`config.mk`:
```
export PLATFORM = sky130hd
export DESIGN_NAME = mod_p_stream_cipher
export DESIGN_NICKNAME = d
export VERILOG_FILES = /design/src/rtl/cipher_pkg.sv /design/src/rtl/mod_p_addsub.sv /design/src/rtl/mod_p_stream_cipher.sv
export SDC_FILE = /design/constraint.sdc
export NUM_CORES = 1
export LEC_CHECK = 0
export CAP_MARGIN = 20
export CORE_MARGIN = 3
export CORE_UTILIZATION = 60
export CTS_BUF_LIST = sky130_fd_sc_hd__clkbuf_2
export CTS_CLUSTER_SIZE = 25
export DETAILED_ROUTE_END_ITERATION = 12
export MAX_ROUTING_LAYER = met4
export PLACE_DENSITY = 0.88
export SYNTH_ARGS = -nofsm -noshare
export SYNTH_HDL_FRONTEND = slang
export SYNTH_SLANG_ARGS = --single-unit
```
`constraint.sdc`:
```
create_clock -name clk -period 5.1 [get_ports clk]
set_input_delay 1.275 -clock clk [delete_from_list [all_inputs] [get_ports clk]]
set_output_delay 1.275 -clock clk [all_outputs]
set_load 0.005 [all_outputs]
```
`src/rtl/cipher_pkg.sv`:
```
// Shared constants, state encoding and key-rotation helper for the mod-227
// stream cipher.
package cipher_pkg;

  localparam int unsigned P_MOD     = 32'd227;
  localparam logic [8:0]  P_MOD_9   = 9'd227;
  localparam logic [7:0]  NULL_CHAR = 8'h00;
  localparam logic [1:0]  MODE_ENC  = 2'b00;
  localparam logic [1:0]  MODE_DEC  = 2'b01;

  typedef enum logic [1:0] {
    WAIT_KEY = 2'b00,
    RUN      = 2'b01,
    DRAIN    = 2'b10
  } state_t;

  // Advance a key by one inside 1..P_MOD-1; the top value wraps back to 1 so
  // the key can never become 0 (which would leave characters unchanged).
  function automatic logic [7:0] next_rot_key(input logic [7:0] key);
    logic [7:0] nxt;
    if ({1'b0, key} >= (P_MOD_9 - 9'd1)) begin
      nxt = 8'd1;
    end else begin
      nxt = key + 8'd1;
    end
    return nxt;
  endfunction

endpackage

```
`src/rtl/mod_p_addsub.sv`:
```
// Combinational mod-P add (encrypt) / subtract (decrypt) of one character
// against the current key. Characters >= P are flagged and mapped to NULL_CHAR.
module mod_p_addsub
  import cipher_pkg::*;
#(
  parameter int unsigned P_MOD_P = cipher_pkg::P_MOD
) (
  input  logic [7:0] i_data,
  input  logic [7:0] i_key,
  input  logic       i_dec,
  output logic [7:0] o_result,
  output logic       o_invalid
);

  localparam logic [8:0] LP_MOD = 9'(P_MOD_P);

  logic [8:0] w_data9;
  logic [8:0] w_key9;
  logic [8:0] w_sum;

  // Widen operands to 9 bits so the sum and the +P correction cannot overflow.
  always_comb begin
    w_data9 = {1'b0, i_data};
    w_key9  = {1'b0, i_key};
    w_sum   = w_data9 + w_key9;
  end

  // Select the encrypt or decrypt result, forcing NULL_CHAR for illegal input.
  always_comb begin
    o_invalid = (w_data9 >= LP_MOD);
    o_result  = NULL_CHAR;
    if (o_invalid) begin
      o_result = NULL_CHAR;
    end else if (i_dec) begin
      if (w_data9 >= w_key9) begin
        o_result = 8'(w_data9 - w_key9);
      end else begin
        o_result = 8'(w_data9 + LP_MOD - w_key9);
      end
    end else begin
      if (w_sum >= LP_MOD) begin
        o_result = 8'(w_sum - LP_MOD);
      end else begin
        o_result = 8'(w_sum);
      end
    end
  end

endmodule

```
`src/rtl/mod_p_stream_cipher.sv`:
```
// Mod-227 stream cipher: latches a one-shot key from the key generator, then
// encrypts/decrypts a valid/ready character stream into a one-deep output
// register. Build option: define KEY_ROTATE_EN to step the key after every
// accepted character (wrapping 226 -> 1); otherwise the key is constant for
// the whole message.
module mod_p_stream_cipher
  import cipher_pkg::*;
#(
  parameter int unsigned P_MOD = cipher_pkg::P_MOD,
  parameter int unsigned CNT_W = 32'd16
) (
  input  logic             clk,
  input  logic             rst,
  input  logic [1:0]       mode,
  input  logic [7:0]       public_key,
  input  logic             pk_ready,
  input  logic [7:0]       in_data,
  input  logic             in_valid,
  input  logic             in_last,
  output logic             in_ready,
  output logic [7:0]       out_data,
  output logic             out_valid,
  output logic             out_last,
  input  logic             out_ready,
  output logic             err_invalid_char,
  output logic             err_invalid_key,
  output logic             busy,
  output logic [CNT_W-1:0] byte_count
);

  localparam logic [8:0]       LP_MOD     = 9'(P_MOD);
  localparam logic [CNT_W-1:0] LP_CNT_MAX = {CNT_W{1'b1}};

  state_t           r_state;
  state_t           w_state_nxt;
  logic [7:0]       r_key;
  logic [1:0]       r_mode;
  logic [7:0]       r_out_data;
  logic             r_out_valid;
  logic             r_out_last;
  logic             r_err_char;
  logic             r_err_key;
  logic [CNT_W-1:0] r_byte_count;

  logic             w_key_ok;
  logic             w_key_load;
  logic             w_in_ready;
  logic             w_accept;
  logic             w_out_hs;
  logic [7:0]       w_key_next;
  logic [7:0]       w_result;
  logic             w_invalid;
  logic             w_dec;

  mod_p_addsub #(
    .P_MOD_P (P_MOD)
  ) u_addsub (
    .i_data    (in_data),
    .i_key     (r_key),
    .i_dec     (w_dec),
    .o_result  (w_result),
    .o_invalid (w_invalid)
  );

  // Handshake qualifiers; out_ready feeds in_ready combinationally so the
  // output register can be refilled on the same edge it drains.
  always_comb begin
    w_key_ok   = (public_key != 8'd0) && ({1'b0, public_key} < LP_MOD);
    w_key_load = (r_state == WAIT_KEY) && pk_ready && w_key_ok;
    w_in_ready = (r_state == RUN) && (!r_out_valid || out_ready);
    w_accept   = in_valid && w_in_ready;
    w_out_hs   = r_out_valid && out_ready;
    w_dec      = (r_mode == MODE_DEC);
  end

  // Key value that applies to the character after the one being accepted.
  always_comb begin
`ifdef KEY_ROTATE_EN
    w_key_next = next_rot_key(r_key);
`else
    w_key_next = r_key;
`endif
  end

  // Next-state logic: key load, message run, drain of the final output.
  always_comb begin
    w_state_nxt = r_state;
    case (r_state)
      WAIT_KEY: begin
        if (w_key_load) begin
          w_state_nxt = RUN;
        end else begin
          w_state_nxt = WAIT_KEY;
        end
      end
      RUN: begin
        if (w_accept && in_last) begin
          w_state_nxt = DRAIN;
        end else begin
          w_state_nxt = RUN;
        end
      end
      DRAIN: begin
        if (w_out_hs) begin
          w_state_nxt = WAIT_KEY;
        end else begin
          w_state_nxt = DRAIN;
        end
      end
      default: begin
        w_state_nxt = WAIT_KEY;
      end
    endcase
  end

  // State register.
  always_ff @(posedge clk) begin
    if (rst) begin
      r_state <= WAIT_KEY;
    end else begin
      r_state <= w_state_nxt;
    end
  end

  // Key/mode register: loaded once per message, cleared after the final
  // output so a key is never reused for a second message.
  always_ff @(posedge clk) begin
    if (rst) begin
      r_key  <= 8'd0;
      r_mode <= MODE_ENC;
    end else if (w_key_load) begin
      r_key  <= public_key;
      r_mode <= mode;
    end else if ((r_state == DRAIN) && w_out_hs) begin
      r_key  <= 8'd0;
      r_mode <= r_mode;
    end else if (w_accept) begin
      r_key  <= w_key_next;
      r_mode <= r_mode;
    end else begin
      r_key  <= r_key;
      r_mode <= r_mode;
    end
  end

  // Saturating count of characters accepted since the last key load.
  always_ff @(posedge clk) begin
    if (rst) begin
      r_byte_count <= '0;
    end else if (w_key_load) begin
      r_byte_count <= '0;
    end else if (w_accept && (r_byte_count != LP_CNT_MAX)) begin
      r_byte_count <= r_byte_count + {{(CNT_W-1){1'b0}}, 1'b1};
    end else begin
      r_byte_count <= r_byte_count;
    end
  end

  // One-deep output register; payload is frozen while stalled downstream.
  always_ff @(posedge clk) begin
    if (rst) begin
      r_out_data  <= NULL_CHAR;
      r_out_valid <= 1'b0;
      r_out_last  <= 1'b0;
      r_err_char  <= 1'b0;
    end else if (w_accept) begin
      r_out_data  <= w_result;
      r_out_valid <= 1'b1;
      r_out_last  <= in_last;
      r_err_char  <= w_invalid;
    end else if (w_out_hs) begin
      r_out_valid <= 1'b0;
    end else begin
      r_out_valid <= r_out_valid;
    end
  end

  // Single-cycle flag for a key offered while waiting that is out of range.
  always_ff @(posedge clk) begin
    if (rst) begin
      r_err_key <= 1'b0;
    end else begin
      r_err_key <= (r_state == WAIT_KEY) && pk_ready && !w_key_ok;
    end
  end

  // Output port mapping.
  always_comb begin
    in_ready         = w_in_ready;
    out_data         = r_out_data;
    out_valid        = r_out_valid;
    out_last         = r_out_last;
    err_invalid_char = r_err_char;
    err_invalid_key  = r_err_key;
    busy             = (r_state != WAIT_KEY);
    byte_count       = r_byte_count;
  end

endmodule

```
# Word-level counts from Yosys, hierarchy flattened
# Index checks and enable logic that the tools add are counted.
# totals
output_inout_bits	30
mem_bits_ro	0
ramBits	0
memories	0
latch_bits	0
input_bits	24
register_bits	40
# op_classes
n_lt_le_gt_ge	4
div	0
n_reduce_logical	19
bitwise	0
n_shift	0
mul	0
mux	12
add_sub_neg	6
eq_ne	4
# ops
op	count
8-bit two-way mux	6
16-bit by 1-bit adder with 16-bit output (second input constant)	1
16-bit inequality test (second input constant)	1
8-bit subtractor	2
1-bit logical AND	10
8-bit by 8-bit adder with 9-bit output	1
9-bit by 8-bit greater-or-equal comparator with 1-bit output (second input constant)	1
8-bit adder (second input constant)	1
8-bit greater-or-equal comparator	1
8-bit greater-or-equal comparator (second input constant)	1
8-bit < comparator (second input constant)	1
8-bit nonzero test	1
8-bit subtractor (second input constant)	1
2-bit one-hot mux with 3 select lines	1
2-bit nonzero test	3
2-bit by 1-bit equality test with 1-bit output (second input constant)	2
2-bit two-way mux	2
1-bit two-way mux	3
2-bit equality test (second input constant)	1
1-bit logical NOT	2
2-bit logical NOT	1
2-bit OR reduction	1
1-bit logical OR	1

# Longest topological paths before layout
# logic_depth
word_depth	7
ltp_mapped	12
mapped_depth_nobuf	12

# Hierarchy
# Synthesis repeated with hierarchy kept, for this count alone.
# unflattened
cells_unflattened	418
area_unflattened_um2	3271.9
# modules_own_cells
module	area_per_inst_um2	cells_each	n_inst
mod_p_stream_cipher	1747.9	209	1
mod_p_addsub	1524.0	209	1

# Worst setup path before layout
# OpenSTA, ideal clock, no wires.
# synth_path
path_type	input port to flip-flop
from	input port in_data[0]
to	register r_out_data[2] (netlist: out_data[2])
path_stages	8
path_slack_ns	1.426
t_arrival_ns	3.552
setup_time_ns	0.122
required_time_ns	4.978
n_path_buf	0
path_cell_list	ha_1 -> fa_1 -> ha_1 -> or4_4 -> a211o_1 -> nand4_2 -> a2111oi_1 -> a311o_1
# synth_via
elab_chain_cells	5
# synth_lines
element	line	rtl
from (decl)	mod_p_stream_cipher.sv:17	input logic [7:0] in_data,
8-bit by 8-bit adder with 9-bit output / 8-bit adder (equally long branches)	mod_p_addsub.sv:25, mod_p_addsub.sv:38	
8-bit subtractor, or another cell as far along	mod_p_addsub.sv:42	o_result = 8'(w_sum - LP_MOD);
8-bit two-way mux, on equally long branches	mod_p_addsub.sv:41, mod_p_addsub.sv:35	
8-bit two-way mux	mod_p_addsub.sv:34	end else if (i_dec) begin
8-bit two-way mux *	mod_p_addsub.sv:32	if (o_invalid) begin
to (signal assigned)	mod_p_stream_cipher.sv:167	r_out_data <= w_result;
to (decl)	mod_p_stream_cipher.sv:38	logic [7:0] r_out_data;
# Every way passes the cells marked *; elsewhere a longest branch is shown, timed or not.
# A chain may end at the register's enable or synchronous reset.

# Worst setup path in the final report
# layout_path
from	input port in_data[1]
to	register r_out_data[7] (netlist: out_data[7])
# Same word-level chain as after synthesis.

==> metrics.md <==
| Metric | Value |
|---|---|
| Worst min path class | flip-flop to flip-flop |
| Commonest non-fill, non-tap cells in the layout | clkdlybuf4s50_1, nor2_1, dfxtp_1, inv_1, ha_1 |
| Postcts setup bufs | 0 |
| Clock net sink count | 40 |
| Most used cell, CP | ha_1 |
| Total power | about 800 uW |
| CTS tree | yes |
| Avg Cell Area, Syn | 8.23 um^2 |
| Crit-path slowest cell | clkdlybuf4s50_1 |
| Setup slack after layout | 1.06 ns |
| Routed wl met2 | about 4000 um |
| Post-synth EDFFs | 0 |
| DRT antenna net count | 0 |
| Pwr dens | 209 mW/mm^2 |
| Initial antenna violation count | 0 |
| CTS max path bufs | 2 |
| Hold Fails Final Rpt | 0 |
| P&R area growth vs syn | 17.5% |
| Post-synth top area share | 24.6% |
| H-tree Lvls | 2 |
| CP Max Fanout | 5 |
| Post-layout minimum cycle time | 4.04 ns |
| Leak Pwr | 0.00140 uW |
| Starting Density | a little over three fifths |
| # IOs | 54 |
| CTS Buf Count | 5 |
| Die Span X | 79.6 um |
| Latest clock arrival within the worst-skew pair | about 0.4 ns |
| Fin nets | around 500 |
| DRT Pass-1 Iters | 5 |
| Final worst-path cycle share | 79.3% |
| Cell taking the most area after synthesis | dfxtp_1 |
| Number of core rows | 26 |
| Mapped Nets | 450 |
| Status | finished clean |
| Layout cells sized above 1 | under 10% |
| Top sig layer | met4 |
| Fillers | a little under 400 |
| Tightest Pin Transition | slightly below 0.9 ns |
| Remaining DRCs | 0 |
| Max cap viols | 0 |
| Met1 WL | between 3000 and 4000 um |
| Post_cts resized | 0 |
| CTS root buffer | clkbuf_2 |
| Reg2Reg Setup Slack | 2.02 ns |
| Die ar. | 0.00634 mm^2 |
| Register area | approximately 800 um^2 |
| DR vias | 3244 |
| Setup TNS | 0 ns |
| Die height | around 80 um |
| Slew Limit Fails | 0 |
| Clk slew on worst S/H paths | 0.21 ns |
| Crit path cell chain | clkdlybuf4s50_1, ha_1, fa_1, inv_1, ha_1, nor2_1, a211oi_1, a2111o_1, a211o_1, a311oi_1, a41oi_1, a32o_1 |
| GR Overflow Total | 0 |
| Max stage delay on crit path | approximately 0.54 ns |
| Post-place setup slack | 0.640 ns |
| Multi-input logic area | around 0.0023 mm^2 |
| Synth top area cells | dfxtp_1, ha_1, nor2_1 |
| CP bufs+invs | 2 |
| WS Path Type | input pin to flip-flop |
| Worst clock skew | ~0.020 ns |
| Diode count | 0 |
| Fin util | about three quarters |
| Post-synthesis async set-or-reset flop share | 0% |
| Dpl hpwl | between 6000 and 7000 um |
| Peak VDD IR | about 0.17 mV |
| Vias in the first global route | 3017 |
| Crit path max-delay family | compound AO/OA/AOI/OAI gates |
| First-pass GRT wire length | ~14000 um |
| Unique masters post-synth | slightly below 80 |
| WL/cell | approximately 17 um |
| Sequential element share of the synthesized area | 24.6% |
| Port Buffer Count | 53 |
| Cell Area, Synth | between 0.003 and 0.004 mm^2 |
| Main flop type after synthesis | dfxtp_1 |
| Pin count of the biggest net entering global routing | 26 |
| Number of synthesized register bits | 40 |
| WP data required | 5.43 ns |
| Cells after synthesis | a little under 400 |
| DR vias/cell | ~6.3 |
| Drt initial violations | 302 |
| Startpoint types | input pin |
| Final Setup Violations | 0 |
| Slew HR | about two fifths |
| Crit. End Element | flip-flop |
| Routed WL | approximately 8600 um |
| GP Congestion | approximately 0.94 |
| YS warnings | 0 |
| GRT Util Overall | between 20% and 30% |
| RSZ-0062 raised after global routing | no |
| Commonest non-fill, non-tap cell in the layout | clkdlybuf4s50_1 |
| Post-CTS Hold Buffers | 0 |
| CP arrival | between 4 and 5 ns |
| Core area | 0.00517 mm^2 |
| Met3 wire length | 619 um |
| Fmax | 247 MHz |
cell families after synthesis:
kind of cell | synth area share [%]
buffers and inverters | 5.93
AOI/OAI and AO/OA | 24.8
DFF | 24.6
xor gates and xnor gates | 5.93
muxes | 1.85
and+or+nand+nor | 23.8
adders and majority gates | 13.1
final timing paths:
path / depth (start not counted) / start / endpoint
setup / recovery: 12 / in_data[1] / out_data[7]
hold / removal: 2 / out_last / out_last
setup reg to reg: 12 / r_key[1] / out_data[7]
hold reg to reg: 2 / out_last / out_last
flip-flops by register name (all words and copies together) (netlist names):
signal,flops
out_last,1
r_state,2
err_invalid_key,1
r_key,8
byte_count,16
out_data,8
r_mode,2
err_invalid_char,1
out_valid,1
area by class of cell:
cell class	instances	area share (%)
inverters	28	2.75
multi-input cells	313	59.1
repair buffers	53	13.9
flip-flops and latches	40	21.0
clock inverters	2	0.328
well taps	70	2.29
clock buffers	5	0.655
metal layers:
metal / track usage [%] / vias up
met5: - / -
met4: 8.42 / 0
met3: 5.30 / 22
met2: 45.7 / 168
met1: 38.2 / 1528
li1: - / 1526
Yosys cell counts (2+ instances only):
cell type	number
a2111o_1	2
a311oi_1	2
fa_1	5
o31ai_4	2
or3_1	6
a21oi_2	2
buf_2	2
nand3_1	16
o2111ai_1	4
o22ai_1	3
and3_1	2
buf_6	2
o21ai_0	11
a41oi_1	3
or2_2	4
a211o_1	3
nand2b_1	6
clkbuf_1	6
o21a_1	3
a2111oi_1	2
nor2_2	2
or4_1	2
nand2_1	24
ha_1	26
a21oi_1	17
a32o_1	2
a21o_1	3
nor2_1	48
nor3_1	14
xnor2_1	11
a31oi_1	5
dfxtp_1	40
nor2b_1	7
a311o_1	3
nor4_1	4
nand4_1	3
a22oi_1	10
a211oi_1	4
inv_1	27
mux2i_1	6
or2_1	2
o211ai_1	3
xor2_1	11
through the flow:
stage	instance area, um^2	cells	hold WS (ns)
after CTS	3820	511	0.487
after detailed placement	3780	504	0.463
after global placement	3780	504	0.456
after global routing	3820	511	0.507
final	3820	511	0.480
after floorplan	3250	395	0.453
power breakdown:
group,total [uW],internal (uW),switching (uW)
registers,340,326,13.2
clock network,133,30.2,102
logic,326,138,188
tightest hold or removal path, delay by kind of cell, from the launching register on:
kind / cells / cell delay (ns)
compound gates: 1 / 0.05
flops: 1 / 0.36
simple gates: 1 / 0.06
Power figures use the tool's default switching activity.
